## src/rtl/uart_fifo_core.sv

```systemverilog
// UART with TX/RX FIFOs; optional even parity when UART_PARITY_EN is defined.
// Latency: TX serial starts 2 cycles after push into an idle core; RX byte visible the cycle after stop sample.
// Backpressure: TX push dropped when o_TX_Full; RX byte dropped (o_Overrun) when FIFO full and not popped.

module uart_sync_fifo #(
    parameter int W     = 8,
    parameter int DEPTH = 8
) (
    input  logic         i_Clock,
    input  logic         i_Rst_L,
    input  logic         push_vld,
    input  logic [W-1:0] push_dat,
    input  logic         pop_rdy,
    output logic [W-1:0] head_dat,
    output logic         full,
    output logic         empty
);
    localparam int AW = $clog2(DEPTH);
    localparam logic [AW:0] FULL_CNT = (AW+1)'(DEPTH);

    logic [W-1:0]  mem [DEPTH];
    logic [AW-1:0] wr_ptr;
    logic [AW-1:0] rd_ptr;
    logic [AW:0]   count;
    logic          push_ok;
    logic          pop_ok;

    // A push into a full FIFO only fits when the head leaves in the same cycle.
    assign pop_ok  = pop_rdy && !empty;
    assign push_ok = push_vld && (!full || pop_ok);
    assign full    = (count == FULL_CNT);
    assign empty   = (count == '0);
    assign head_dat = mem[rd_ptr];

    always_ff @(posedge i_Clock) begin
        if (push_ok) mem[wr_ptr] <= push_dat;
    end

    always_ff @(posedge i_Clock or negedge i_Rst_L) begin
        if (!i_Rst_L) begin
            wr_ptr <= '0;
            rd_ptr <= '0;
            count  <= '0;
        end else begin
            if (push_ok) wr_ptr <= wr_ptr + 1'b1;
            if (pop_ok)  rd_ptr <= rd_ptr + 1'b1;
            case ({push_ok, pop_ok})
                2'b10:   count <= count + 1'b1;
                2'b01:   count <= count - 1'b1;
                default: count <= count;
            endcase
        end
    end
endmodule

module uart_fifo_core #(
    parameter int DATA_BITS = 8,
    parameter int STOP_BITS = 1,
    parameter int TX_DEPTH  = 8,
    parameter int RX_DEPTH  = 8
) (
    input  logic                 i_Clock,
    input  logic                 i_Rst_L,
    input  logic [15:0]          i_Clk_Div,
    input  logic                 i_TX_Wr,
    input  logic [DATA_BITS-1:0] i_TX_Byte,
    output logic                 o_TX_Full,
    output logic                 o_TX_Serial,
    output logic                 o_TX_Active,
    input  logic                 i_RX_Serial,
    input  logic                 i_RX_Rd,
    output logic [DATA_BITS-1:0] o_RX_Byte,
    output logic                 o_RX_Empty,
    output logic                 o_RX_Irq,
    output logic                 o_Frame_Err,
    output logic                 o_Overrun,
    output logic                 o_Parity_Err,
    input  logic                 i_Err_Clr
);
    localparam logic [2:0] S_IDLE   = 3'd0;
    localparam logic [2:0] S_START  = 3'd1;
    localparam logic [2:0] S_DATA   = 3'd2;
`ifdef UART_PARITY_EN
    localparam logic [2:0] S_PARITY = 3'd3;
`endif
    localparam logic [2:0] S_STOP   = 3'd4;
    localparam logic [2:0] LAST_BIT  = 3'(DATA_BITS - 1);
    localparam logic       LAST_STOP = 1'(STOP_BITS - 1);

    logic [15:0] div_eff;
    assign div_eff = (i_Clk_Div < 16'd4) ? 16'd4 : i_Clk_Div;

    // ---------------- TX ----------------
    logic                 tx_full;
    logic                 tx_empty;
    logic [DATA_BITS-1:0] tx_head;
    logic                 tx_load;
    logic                 tx_tick;
    logic [2:0]           tx_state;
    logic [15:0]          tx_cnt;
    logic [15:0]          tx_period;
    logic [DATA_BITS-1:0] tx_shreg;
    logic                 tx_par;
    logic [2:0]           tx_bit_idx;
    logic                 tx_stop_idx;

    assign o_TX_Full = tx_full;
    assign tx_tick   = (tx_cnt == tx_period - 16'd1);
    // Loading at the end of the last stop bit gives back-to-back frames with no idle gap.
    assign tx_load   = !tx_empty && ((tx_state == S_IDLE) ||
                       ((tx_state == S_STOP) && tx_tick && (tx_stop_idx == LAST_STOP)));

    uart_sync_fifo #(.W(DATA_BITS), .DEPTH(TX_DEPTH)) u_tx_fifo (
        .i_Clock  (i_Clock),
        .i_Rst_L  (i_Rst_L),
        .push_vld (i_TX_Wr && !tx_full),
        .push_dat (i_TX_Byte),
        .pop_rdy  (tx_load),
        .head_dat (tx_head),
        .full     (tx_full),
        .empty    (tx_empty)
    );

    always_ff @(posedge i_Clock or negedge i_Rst_L) begin
        if (!i_Rst_L) begin
            tx_state    <= S_IDLE;
            o_TX_Serial <= 1'b1;
            o_TX_Active <= 1'b0;
            tx_cnt      <= '0;
            tx_period   <= 16'd4;
            tx_shreg    <= '0;
            tx_par      <= 1'b0;
            tx_bit_idx  <= '0;
            tx_stop_idx <= 1'b0;
        end else if (tx_load) begin
            tx_state    <= S_START;
            o_TX_Serial <= 1'b0;
            o_TX_Active <= 1'b1;
            tx_cnt      <= '0;
            tx_period   <= div_eff;
            tx_shreg    <= tx_head;
            tx_par      <= ^tx_head;
        end else begin
            case (tx_state)
                S_IDLE: begin
                    o_TX_Serial <= 1'b1;
                    o_TX_Active <= 1'b0;
                end
                S_START: begin
                    if (tx_tick) begin
                        tx_cnt      <= '0;
                        tx_state    <= S_DATA;
                        o_TX_Serial <= tx_shreg[0];
                        tx_shreg    <= tx_shreg >> 1;
                        tx_bit_idx  <= '0;
                    end else begin
                        tx_cnt <= tx_cnt + 16'd1;
                    end
                end
                S_DATA: begin
                    if (tx_tick) begin
                        tx_cnt <= '0;
                        if (tx_bit_idx == LAST_BIT) begin
`ifdef UART_PARITY_EN
                            tx_state    <= S_PARITY;
                            o_TX_Serial <= tx_par;
`else
                            tx_state    <= S_STOP;
                            o_TX_Serial <= 1'b1;
                            tx_stop_idx <= 1'b0;
`endif
                        end else begin
                            tx_bit_idx  <= tx_bit_idx + 3'd1;
                            o_TX_Serial <= tx_shreg[0];
                            tx_shreg    <= tx_shreg >> 1;
                        end
                    end else begin
                        tx_cnt <= tx_cnt + 16'd1;
                    end
                end
`ifdef UART_PARITY_EN
                S_PARITY: begin
                    if (tx_tick) begin
                        tx_cnt      <= '0;
                        tx_state    <= S_STOP;
                        o_TX_Serial <= 1'b1;
                        tx_stop_idx <= 1'b0;
                    end else begin
                        tx_cnt <= tx_cnt + 16'd1;
                    end
                end
`endif
                S_STOP: begin
                    if (tx_tick) begin
                        tx_cnt <= '0;
                        if (tx_stop_idx == LAST_STOP) begin
                            tx_state    <= S_IDLE;
                            o_TX_Serial <= 1'b1;
                            o_TX_Active <= 1'b0;
                        end else begin
                            tx_stop_idx <= tx_stop_idx + 1'b1;
                        end
                    end else begin
                        tx_cnt <= tx_cnt + 16'd1;
                    end
                end
                default: begin
                    tx_state    <= S_IDLE;
                    o_TX_Serial <= 1'b1;
                    o_TX_Active <= 1'b0;
                end
            endcase
        end
    end

    // ---------------- RX ----------------
    logic                 rx_meta;
    logic                 rx_s;
    logic [2:0]           rx_state;
    logic [15:0]          rx_cnt;
    logic [15:0]          rx_period;
    logic [15:0]          rx_half;
    logic                 rx_tick;
    logic [DATA_BITS-1:0] rx_shreg;
    logic [2:0]           rx_bit_idx;
    logic                 rx_par_ok;
    logic                 rx_push_req;
    logic                 rx_full;
    logic                 rx_empty;
    logic                 rx_pop_ok;
    logic [DATA_BITS-1:0] rx_head;
    logic                 frame_evt;
    logic                 ovr_evt;
    logic                 par_evt;

    always_ff @(posedge i_Clock or negedge i_Rst_L) begin
        if (!i_Rst_L) begin
            rx_meta <= 1'b1;
            rx_s    <= 1'b1;
        end else begin
            rx_meta <= i_RX_Serial;
            rx_s    <= rx_meta;
        end
    end

    assign rx_half = (rx_period - 16'd1) >> 1;
    assign rx_tick = (rx_cnt == rx_period - 16'd1);

`ifdef UART_PARITY_EN
    logic rx_par_bad;
    assign rx_par_ok = !rx_par_bad;
    assign par_evt   = (rx_state == S_PARITY) && rx_tick && (^{rx_shreg, rx_s});
`else
    assign rx_par_ok = 1'b1;
    assign par_evt   = 1'b0;
`endif

    assign frame_evt   = (rx_state == S_STOP) && rx_tick && !rx_s;
    assign rx_push_req = (rx_state == S_STOP) && rx_tick && rx_s && rx_par_ok;
    assign rx_pop_ok   = i_RX_Rd && !rx_empty;
    assign ovr_evt     = rx_push_req && rx_full && !rx_pop_ok;

    always_ff @(posedge i_Clock or negedge i_Rst_L) begin
        if (!i_Rst_L) begin
            rx_state   <= S_IDLE;
            rx_cnt     <= '0;
            rx_period  <= 16'd4;
            rx_shreg   <= '0;
            rx_bit_idx <= '0;
`ifdef UART_PARITY_EN
            rx_par_bad <= 1'b0;
`endif
        end else begin
            case (rx_state)
                S_IDLE: begin
                    if (!rx_s) begin
                        rx_state  <= S_START;
                        rx_period <= div_eff;
                        rx_cnt    <= '0;
                    end
                end
                S_START: begin
                    // Mid-bit check filters glitches; later samples land one period apart.
                    if (rx_cnt == rx_half) begin
                        rx_cnt     <= '0;
                        rx_bit_idx <= '0;
                        rx_state   <= rx_s ? S_IDLE : S_DATA;
                    end else begin
                        rx_cnt <= rx_cnt + 16'd1;
                    end
                end
                S_DATA: begin
                    if (rx_tick) begin
                        rx_cnt   <= '0;
                        rx_shreg <= {rx_s, rx_shreg[DATA_BITS-1:1]};
                        if (rx_bit_idx == LAST_BIT) begin
`ifdef UART_PARITY_EN
                            rx_state <= S_PARITY;
`else
                            rx_state <= S_STOP;
`endif
                        end else begin
                            rx_bit_idx <= rx_bit_idx + 3'd1;
                        end
                    end else begin
                        rx_cnt <= rx_cnt + 16'd1;
                    end
                end
`ifdef UART_PARITY_EN
                S_PARITY: begin
                    if (rx_tick) begin
                        rx_cnt     <= '0;
                        rx_par_bad <= ^{rx_shreg, rx_s};
                        rx_state   <= S_STOP;
                    end else begin
                        rx_cnt <= rx_cnt + 16'd1;
                    end
                end
`endif
                S_STOP: begin
                    if (rx_tick) begin
                        rx_cnt   <= '0;
                        rx_state <= S_IDLE;
                    end else begin
                        rx_cnt <= rx_cnt + 16'd1;
                    end
                end
                default: rx_state <= S_IDLE;
            endcase
        end
    end

    uart_sync_fifo #(.W(DATA_BITS), .DEPTH(RX_DEPTH)) u_rx_fifo (
        .i_Clock  (i_Clock),
        .i_Rst_L  (i_Rst_L),
        .push_vld (rx_push_req),
        .push_dat (rx_shreg),
        .pop_rdy  (i_RX_Rd),
        .head_dat (rx_head),
        .full     (rx_full),
        .empty    (rx_empty)
    );

    assign o_RX_Empty = rx_empty;
    assign o_RX_Irq   = !rx_empty;
    assign o_RX_Byte  = rx_empty ? '0 : rx_head;

    // Sticky flags: a set event outranks a same-cycle clear.
    always_ff @(posedge i_Clock or negedge i_Rst_L) begin
        if (!i_Rst_L) begin
            o_Frame_Err <= 1'b0;
            o_Overrun   <= 1'b0;
        end else begin
            o_Frame_Err <= frame_evt | (o_Frame_Err & !i_Err_Clr);
            o_Overrun   <= ovr_evt   | (o_Overrun   & !i_Err_Clr);
        end
    end

`ifdef UART_PARITY_EN
    always_ff @(posedge i_Clock or negedge i_Rst_L) begin
        if (!i_Rst_L) o_Parity_Err <= 1'b0;
        else          o_Parity_Err <= par_evt | (o_Parity_Err & !i_Err_Clr);
    end
`else
    assign o_Parity_Err = par_evt;
`endif
endmodule

```

## config.mk

```make
export PLATFORM = sky130hd
export DESIGN_NAME = uart_fifo_core
export DESIGN_NICKNAME = d
export VERILOG_FILES = /design/src/rtl/uart_fifo_core.sv
export SDC_FILE = /design/constraint.sdc
export NUM_CORES = 1
export LEC_CHECK = 0
export BUFFER_PORTS_ARGS = -buffer_cell sky130_fd_sc_hd__buf_2
export CELL_PAD_IN_SITES_DETAIL_PLACEMENT = 1
export CELL_PAD_IN_SITES_GLOBAL_PLACEMENT = 2
export CORE_MARGIN = 2
export CORE_UTILIZATION = 39
export DETAILED_ROUTE_END_ITERATION = 10
export MAX_ROUTING_LAYER = met4
export PLACE_DENSITY_LB_ADDON = 0.1
export SKIP_CTS_REPAIR_TIMING = 1
export SLEW_MARGIN = 20
export SYNTH_ARGS = -nofsm -noshare
export SYNTH_HDL_FRONTEND = slang
export SYNTH_SLANG_ARGS = --single-unit
```

## constraint.sdc

```tcl
create_clock -name i_Clock -period 4.1 [get_ports i_Clock]
set_clock_uncertainty 0.15 [all_clocks]
set_input_delay 0.205 -clock i_Clock [delete_from_list [all_inputs] [get_ports i_Clock]]
set_output_delay 0.205 -clock i_Clock [all_outputs]
set_load 0.02 [all_outputs]
```

# Yosys cells after proc, flatten, opt, wreduce, memory -nomap -nowiden
# Memory sizes are Yosys's and may differ from the RTL's.
# Index checks and enable logic that the tools add are counted.
totals:
  mem_count: 2
  register_bits: 119
  elab_cells: 191
  mem_bits_rw: 128
  input_bits: 30
op_classes:
  bitwise: 7
  order_cmp: 1
  n_reduce_logical: 49
  add_sub_neg: 15
  eq_ne: 36
  n_mux: 58
mem_list:
  columns: ["name", "depth", "width", "rd", "rd_clocked_by_memory_dff", "wr", "line_no", "text"]
  rows:
  - ["u_rx_fifo.mem", 8, 8, 1, 0, 1, "21", "logic [W-1:0] mem [DEPTH];"]
  - ["u_tx_fifo.mem", 8, 8, 1, 0, 1, "21", null]
ops:
  columns: ["cell", "n"]
  rows:
  - ["2-to-1 mux 16 bit", 7]
  - ["2-to-1 mux 3 bit", 17]
  - ["one-hot mux 16 bit (3 select lines)", 1]
  - ["2-to-1 mux 8 bit", 5]
  - ["adder 16 x 1 -> 16 bit (second input constant)", 2]
  - ["== test 16 bit", 2]
  - ["subtractor 16 x 1 -> 16 bit (second input constant)", 2]
  - ["one-hot mux 3 bit (4 select lines)", 2]
  - ["inequality test 2 bit (second input constant)", 11]
  - ["adder 3 x 1 -> 3 bit (second input constant)", 6]
  - ["inequality test 3 x 2 -> 1 bit (second input constant)", 6]
  - ["2-to-1 mux 1 bit", 17]
  - ["== test 16 x 15 -> 1 bit", 1]
  - ["less-than comparator 16 x 3 -> 1 bit (second input constant)", 1]
  - ["one-hot mux 4 bit (2 select lines)", 2]
  - ["one-hot mux 8 bit (2 select lines)", 1]
  - ["AND reduction 5 bit", 3]
  - ["logical AND 1 bit", 13]
  - ["== test 3 bit (second input constant)", 4]
  - ["one-hot mux 3 bit (2 select lines)", 2]
  - ["AND reduction 4 bit", 3]
  - ["nonzero test 2 bit", 6]
  - ["adder 4 x 1 -> 4 bit (second input constant)", 2]
  - ["== test 4 bit (second input constant)", 2]
  - ["other kinds (23)", 48]

# Longest topological paths before layout
depth:
  ltp_word: 11
  depth_mapped: 20

# Cells and area by module
# Synthesis repeated with hierarchy kept, for this count alone.
unflattened:
  cells_unflattened: 1006
  area_unflattened_um2: 12634.6
by_module_without_submodules:
  columns: ["mod", "seq_area_each_um2", "cells_per_inst", "n_inst", "area_each_um2"]
  rows:
  - ["uart_fifo_core", 2458.6, 688, 1, 6388.6]
  - ["uart_sync_fifo", 2172.1, 159, 2, 3123.0]

# Worst setup path after synthesis
# Ideal clock, no wire load.
synth_path:
  kind: "register to register"
  from: "reg rx_period[0]"
  to: "mem u_rx_fifo.mem[6][0] (enable)"
  required_time_ns: 3.565
  slack_ns: -0.077
  t_arrival_ns: 3.641
  path_stages_with_launch: 14
  path_cell_list: "dfrtp_1 > clkbuf_1 > inv_1 > ha_1 > or4b_1 > buf_2 > nor4_1 > xnor2_1 > xnor2_1 > nor4_4 > nand3_2 > nor3_4 > nand2_1 > nor3b_1"
synth_between:
  elab_chain_len: 7
synth_lines:
  columns: ["element", "line_no", "text"]
  rows:
  - ["from (decl)", "221", "logic [15:0] rx_period;"]
  - ["from (signal assigned)", "278", "rx_period <= div_eff;"]
  - ["subtractor 16 x 1 -> 16 bit", "247", "assign rx_tick = (rx_cnt == rx_period - 16'd1);"]
  - ["== test 16 bit", "247", null]
  - ["logical AND 1 bit (2 in series)", "259", "assign rx_push_req = (rx_state == S_STOP) && rx_tick && rx_s && rx_par_ok;"]
  - ["logical AND 1 bit", "30", "assign push_ok = push_vld && (!full || pop_ok);"]
  - ["2-to-1 mux 1 bit", "36", "if (push_ok) mem[wr_ptr] <= push_dat;"]
  - ["2-to-1 mux 1 bit (not written as such)", "36", null]
  - ["to (decl)", "21", null]
# Every way passes these cells.

# Worst setup path in the final report
layout_path:
  from: "reg tx_period[0]"
  to: "reg u_tx_fifo.count[3]"
layout_between:
  elab_chain_len: 11
  elab_cells_between_ends: 13
  classes_between: "1 x add/sub; 3 x eq/ne; 1 x mux; 8 x reduce/logical"
layout_lines:
  columns: ["element", "line_no", "text"]
  rows:
  - ["from (decl)", "101", "logic [15:0] tx_period;"]
  - ["from (signal assigned)", "140", "tx_period <= div_eff;"]
  - ["subtractor 16 x 1 -> 16 bit (*)", "108", "assign tx_tick = (tx_cnt == tx_period - 16'd1);"]
  - ["== test 16 bit (*)", "108", null]
  - ["logical AND 1 bit (*) (2 in series)", "111", "((tx_state == S_STOP) && tx_tick && (tx_stop_idx == LAST_STOP)));"]
  - ["logical OR 1 bit (*)", "110", "assign tx_load = !tx_empty && ((tx_state == S_IDLE) ||"]
  - ["logical AND 1 bit (*)", "110", null]
  - ["logical AND 1 bit (*)", "29", "assign pop_ok = pop_rdy && !empty;"]
  - ["logical OR 1 bit", "30", null]
  - ["logical AND 1 bit", "30", null]
  - ["== test 2 x 1 -> 1 bit or == test 2 bit (tied branches)", "47", "case ({push_ok, pop_ok})"]
  - ["one-hot mux 4 bit (2 select lines) or nonzero test 2 bit (tied branches)", null, null]
  - ["to (signal assigned)", "48", "2'b10: count <= count + 1'b1;"]
  - ["to (signal assigned)", "49", "2'b01: count <= count - 1'b1;"]
  - ["to (signal assigned)", "50", "default: count <= count;"]
  - ["to (decl)", "24", "logic [AW:0] count;"]
# Mark *: on every way between the ends. The rest lies on a longest branch, timed or not.
# A chain may end at the register's enable or synchronous reset.

==> out/results.md <==
| Metric | Value | Unit |
| --- | --- | --- |
| Area enclosed by the die boundary | 33000 | um2 |
| Sum of overflow across all layers after global routing | 0 | - |
| Share of synthesized registers carrying an async set or reset | 0.480 | - |
| Total standard cell area after synthesis | 12300 | um2 |
| WHS | -0.0120 | ns |
| Max Buffers Root-to-Sink | 3 | - |
| Post-synthesis cell count | 1048 | - |
| Relative contribution of combinational cells to total power | 0.272 | - |
| Pre-Repair DR Iteration Count | 4 | - |
| Capture endpoint of the worst hold path | o_Overrun$_DFF_PN0_ | - |
| Synth warnings | 0 | - |
| Startpoint Class | flip-flop | - |
| DRC viols | 0 | - |
| Max-capacitance violation count | 0 | - |
| Utilization after layout | 0.461 | - |
| Total Power | 8.26 | mW |
| Endpoint required time on the critical path | 4.38 | ns |
| Mean post-synth cell area | 11.7 | um2 |
| Cell with the biggest individual delay on the critical path | sky130_fd_sc_hd__dfrtp_1 | - |
| Count of final max-slew check failures | 0 | - |
| Relative slew margins | 0.321 | - |
| Top cell family by delay on the critical path | simple AND/OR/NAND/NOR gates | - |
| Reg-to-reg critical path endpoint | u_tx_fifo.count[3]$_DFFE_PN0P_ | - |
| DP Cell Count | 1474 | - |
| Worst R2R Setup Slack | 0.16 | ns |
| Worst reg2reg path startpoint | tx_period[0]$_DFFE_PN0N_ | - |
| Upper clock frequency limit | 0.254 | GHz |
| Failing checks | negative hold slack | - |
| Number of standard-cell rows in the floorplan | 65 | - |
| Largest incremental delay on the critical path | 0.44 | ns |
| Final critical-path share of the clock period | 0.961 | - |
| Lkg Pwr | 5.61 | nW |
| H-tree depth reported by CTS | 1 | - |
| Filler cell count in the final layout | 3315 | - |
| Int Pwr | 5.53 | mW |
| Via count of the first global-routing pass | 8733 | - |
| Largest area contributor in the netlist | sky130_fd_sc_hd__edfxtp_1 | - |
| Residual antenna-violating net count after detailed routing | 0 | - |
| Sum of negative setup slack | 0 | ns |
| Time the worst path needs with I/O delays and setup | 3.94 | ns |
| Main synth FF type | sky130_fd_sc_hd__edfxtp_1 | - |
| Final estimated routing congestion in global placement | 0.783 | - |
| Proportion of power drawn by flip-flops and latches | 0.408 | - |
| Clock insertion delay at the later pin of the skew report | 0.56 | ns |
| Final count of negative-setup-slack endpoints | 0 | - |
| Die width | 182 | um |
| Final cell count without fillers | 1561 | - |
| CTS tree | yes | - |
| Final standard cell area without fillers | 14400 | um2 |
| Run status | finished with violations | - |
| Height of the chip | 182 | um |
| Wire length of the first global-routing pass | 49500 | um |
| Critical path start-end classification | reg -> reg | - |
| Share of total power consumed by net switching | 0.330 | - |
| Share of synthesized area occupied by flip-flops and latches | 0.553 | - |
| Fraction of post-synthesis cell area in the top cell type by area | 0.312 | - |
| Crit path buf inv count | 5 | - |
| Initial core utilization | 0.393 | - |
| Total I/O pin count | 46 | - |
| Largest fanout on the critical path | 6 | - |
| Number of endpoints with negative hold slack in the final report | 1 | - |
| Critical-path cell list | inv_1 > ha_1 > nor4b_4 > buf_4 > buf_4 > nand3b_1 > o22ai_1 > a32oi_1 > nor4_2 > buf_4 > nor2b_1 > or3_1 > inv_2 > ha_1 > ha_1 > a21o_1 > a21oi_1 > xnor2_1 > nor2_1 > xor2_1 | - |
| TritonCTS Buffers | 29 | - |
| Net switching component of the power | 2.73 | mW |
| Global-route total usage across every layer | 0.194 | - |
| Maximum number of pins on one net before global-route repair | 68 | - |
| Average wire length per cell after detail routing | 19.4 | um |
| Ratio of cells with drive above 1 in the final layout | 0.203 | - |
| Synthesis-to-layout area growth | 17.2 | % |
| Setup crit end kind | flip-flop | - |
| CTS sink cnt | 246 | - |
| Number of synthesized register bits | 246 | - |
| Cell count of the worst reg-to-reg path | 20 | - |
| Total wire length after detailed routing | 30300 | um |
| Antenna violations before repair | 1 | - |
| Worst hold path depth | 5 | - |
| Power density over the cells | 573 | nW/um2 |
| Post-Place Cell Area | 13100 | um2 |
| Core Area | 31300 | um2 |
| Number of buffer cells added on primary ports | 44 | - |
| Endpoint arrival time on the critical path | 4.22 | ns |
| Count of cell types in the netlist | 86 | - |
| Hold crit path type | in -> reg | - |
| Routed via count divided by cell count | 5.32 | - |
| Root buffer selected by CTS | sky130_fd_sc_hd__clkbuf_16 | - |
| Cell types with the largest area share after synthesis | sky130_fd_sc_hd__edfxtp_1 31%, sky130_fd_sc_hd__dfrtp_1 23%, sky130_fd_sc_hd__mux4_2 5.9% | - |
| Number of nets produced by synthesis | 1097 | - |
| Iter 0 DRT Violations | 347 | - |
| Proportion of power drawn by the clock network | 0.321 | - |
| Peak ir drop on the vdd network | 423 | uV |
| EDFF count, synth | 128 | - |
| Total via count after detailed routing | 8297 | - |
| Dpl hpwl | 21300 | um |
| Fin nets | 1184 | - |
| Hold Path Origin | i_RX_Rd | - |
| Worst-Margin Slew | 1.01 | ns |
| Clock-pin transition on the worst setup and hold timing paths | 0.06 | ns |
-- metal layers --
metal	part of all wire	up-vias	GRT usage
met5	0	-	-
met4	0.013	0	0.0358
met3	0.033	32	0.0249
met2	0.49	106	0.324
met1	0.46	4183	0.257
li1	-	3976	-
-- worst reg2reg max path, stage by stage, from the launching register on --
cell	delay, ns
sky130_fd_sc_hd__dfrtp_1	0.44
sky130_fd_sc_hd__inv_1	0.08
sky130_fd_sc_hd__ha_1	0.19
sky130_fd_sc_hd__nor4b_4	0.20
sky130_fd_sc_hd__buf_4	0.18
sky130_fd_sc_hd__buf_4	0.12
sky130_fd_sc_hd__nand3b_1	0.07
sky130_fd_sc_hd__o22ai_1	0.16
sky130_fd_sc_hd__a32oi_1	0.09
sky130_fd_sc_hd__nor4_2	0.28
sky130_fd_sc_hd__buf_4	0.17
sky130_fd_sc_hd__nor2b_1	0.05
sky130_fd_sc_hd__or3_1	0.41
sky130_fd_sc_hd__inv_2	0.08
sky130_fd_sc_hd__ha_1	0.21
sky130_fd_sc_hd__ha_1	0.25
sky130_fd_sc_hd__a21o_1	0.18
sky130_fd_sc_hd__a21oi_1	0.17
sky130_fd_sc_hd__xnor2_1	0.13
sky130_fd_sc_hd__nor2_1	0.06
sky130_fd_sc_hd__xor2_1	0.14
-- how the worst max path moves through the flow --
stage / from / slack, ns / cells past startpoint / endpoint
after floorplan: rx_period[0]$_DFFE_PN0P_ / -0.01 / 13 / u_rx_fifo.mem[4][0]$_DFFE_PP_
after global placement: tx_period[0]$_DFFE_PN0N_ / 0.17 / 17 / u_tx_fifo.count[3]$_DFFE_PN0P_
after detailed placement: tx_period[0]$_DFFE_PN0N_ / 0.12 / 17 / u_tx_fifo.count[3]$_DFFE_PN0P_
after CTS: tx_period[0]$_DFFE_PN0N_ / 0.08 / 17 / u_tx_fifo.count[3]$_DFFE_PN0P_
after global routing: tx_period[0]$_DFFE_PN0N_ / -0.02 / 19 / u_tx_fifo.count[3]$_DFFE_PN0P_
final: tx_period[0]$_DFFE_PN0N_ / 0.16 / 20 / u_tx_fifo.count[3]$_DFFE_PN0P_
-- layout by cell type, fill, tap and decap left out, types with 19 or more instances in the layout --
cell	n
sky130_fd_sc_hd__nor3_1	23
sky130_fd_sc_hd__o21ai_0	40
sky130_fd_sc_hd__or3_1	20
sky130_fd_sc_hd__buf_2	43
sky130_fd_sc_hd__xor2_1	21
sky130_fd_sc_hd__dlygate4sd3_1	28
sky130_fd_sc_hd__mux4_2	32
sky130_fd_sc_hd__nand3_1	32
sky130_fd_sc_hd__dfrtp_1	111
sky130_fd_sc_hd__mux2_2	19
sky130_fd_sc_hd__buf_4	38
sky130_fd_sc_hd__xnor2_1	61
sky130_fd_sc_hd__nor2_1	52
sky130_fd_sc_hd__clkbuf_16	29
sky130_fd_sc_hd__inv_1	28
sky130_fd_sc_hd__nand2_1	165
sky130_fd_sc_hd__edfxtp_1	128
-- registers in the layout, indices dropped and copies added (netlist names), 3 cells and up --
signal / flops
u_tx_fifo.count: 4
tx_shreg: 8
rx_state: 3
rx_shreg: 8
tx_state: 3
u_rx_fifo.count: 4
u_tx_fifo.mem: 64
u_rx_fifo.rd_ptr: 3
rx_bit_idx: 3
u_rx_fifo.mem: 64
tx_bit_idx: 3
rx_cnt: 16
u_tx_fifo.rd_ptr: 3
tx_cnt: 16
rx_period: 16
u_tx_fifo.wr_ptr: 3
tx_period: 16
u_rx_fifo.wr_ptr: 3
-- cell usage after synthesis (9+ instances only) --
cell and number:
sky130_fd_sc_hd__nand2_1 165, sky130_fd_sc_hd__edfxtp_1 128, sky130_fd_sc_hd__dfrtp_1 113, sky130_fd_sc_hd__xnor2_1 61
sky130_fd_sc_hd__nor2_1 53, sky130_fd_sc_hd__o21ai_0 40, sky130_fd_sc_hd__clkbuf_1 34, sky130_fd_sc_hd__mux4_2 32
sky130_fd_sc_hd__nand3_1 32, sky130_fd_sc_hd__inv_1 28, sky130_fd_sc_hd__nor3_1 26, sky130_fd_sc_hd__xor2_1 21
sky130_fd_sc_hd__nor4_1 20, sky130_fd_sc_hd__or3_1 20, sky130_fd_sc_hd__mux2_2 19, sky130_fd_sc_hd__nor3b_1 19
sky130_fd_sc_hd__a21oi_1 18, sky130_fd_sc_hd__ha_1 17, sky130_fd_sc_hd__mux2i_1 17, sky130_fd_sc_hd__nand2b_1 11
sky130_fd_sc_hd__or2_2 11, sky130_fd_sc_hd__nand4_1 9, sky130_fd_sc_hd__o21ai_1 9
-- per-stage QoR --
stage          hold slack (ns)  worst slack [ns]
5_1_grt                 0.0180           -0.0250
4_1_cts                 -0.432            0.0772
2_1_floorplan           -0.241          -0.00994
6_report               -0.0120             0.162
3_3_place_gp             0.168             0.171
3_5_place_dp             0.167             0.118
-- cell type report --
type	instances	area [um2]	share of cell area
Clock inverter	21	234	0.0162
Timing Repair Buffer	111	821	0.0569
Inverter	30	113	0.00781
Multi-Input combinational cell	717	5200	0.361
Sequential cell	246	6810	0.472
Clock buffer	33	741	0.0514
Tap cell	402	503	0.0349
Antenna cell	1	2.50	0.000174
-- power groups by stage --
stage	clock network (mW)	logic [mW]	registers [mW]
2_1_floorplan	0	1.81	3.14
5_1_grt	2.82	2.49	3.43
6_report	2.65	2.24	3.37
3_5_place_dp	0	2.22	3.42
4_1_cts	2.72	2.23	3.37
3_3_place_gp	0	2.20	3.41
-- logic make-up after synthesis --
group,count (synthesis),synth area share
compound gates,123,0.0660
flops,246,0.553
mux,69,0.0910
simple gates,423,0.182
buf+inv,85,0.0292
fa+ha+maj,19,0.0205
xor+xnor,82,0.0584
other cells,1,0.000305
No activity file was read; power rests on OpenSTA's default activity.
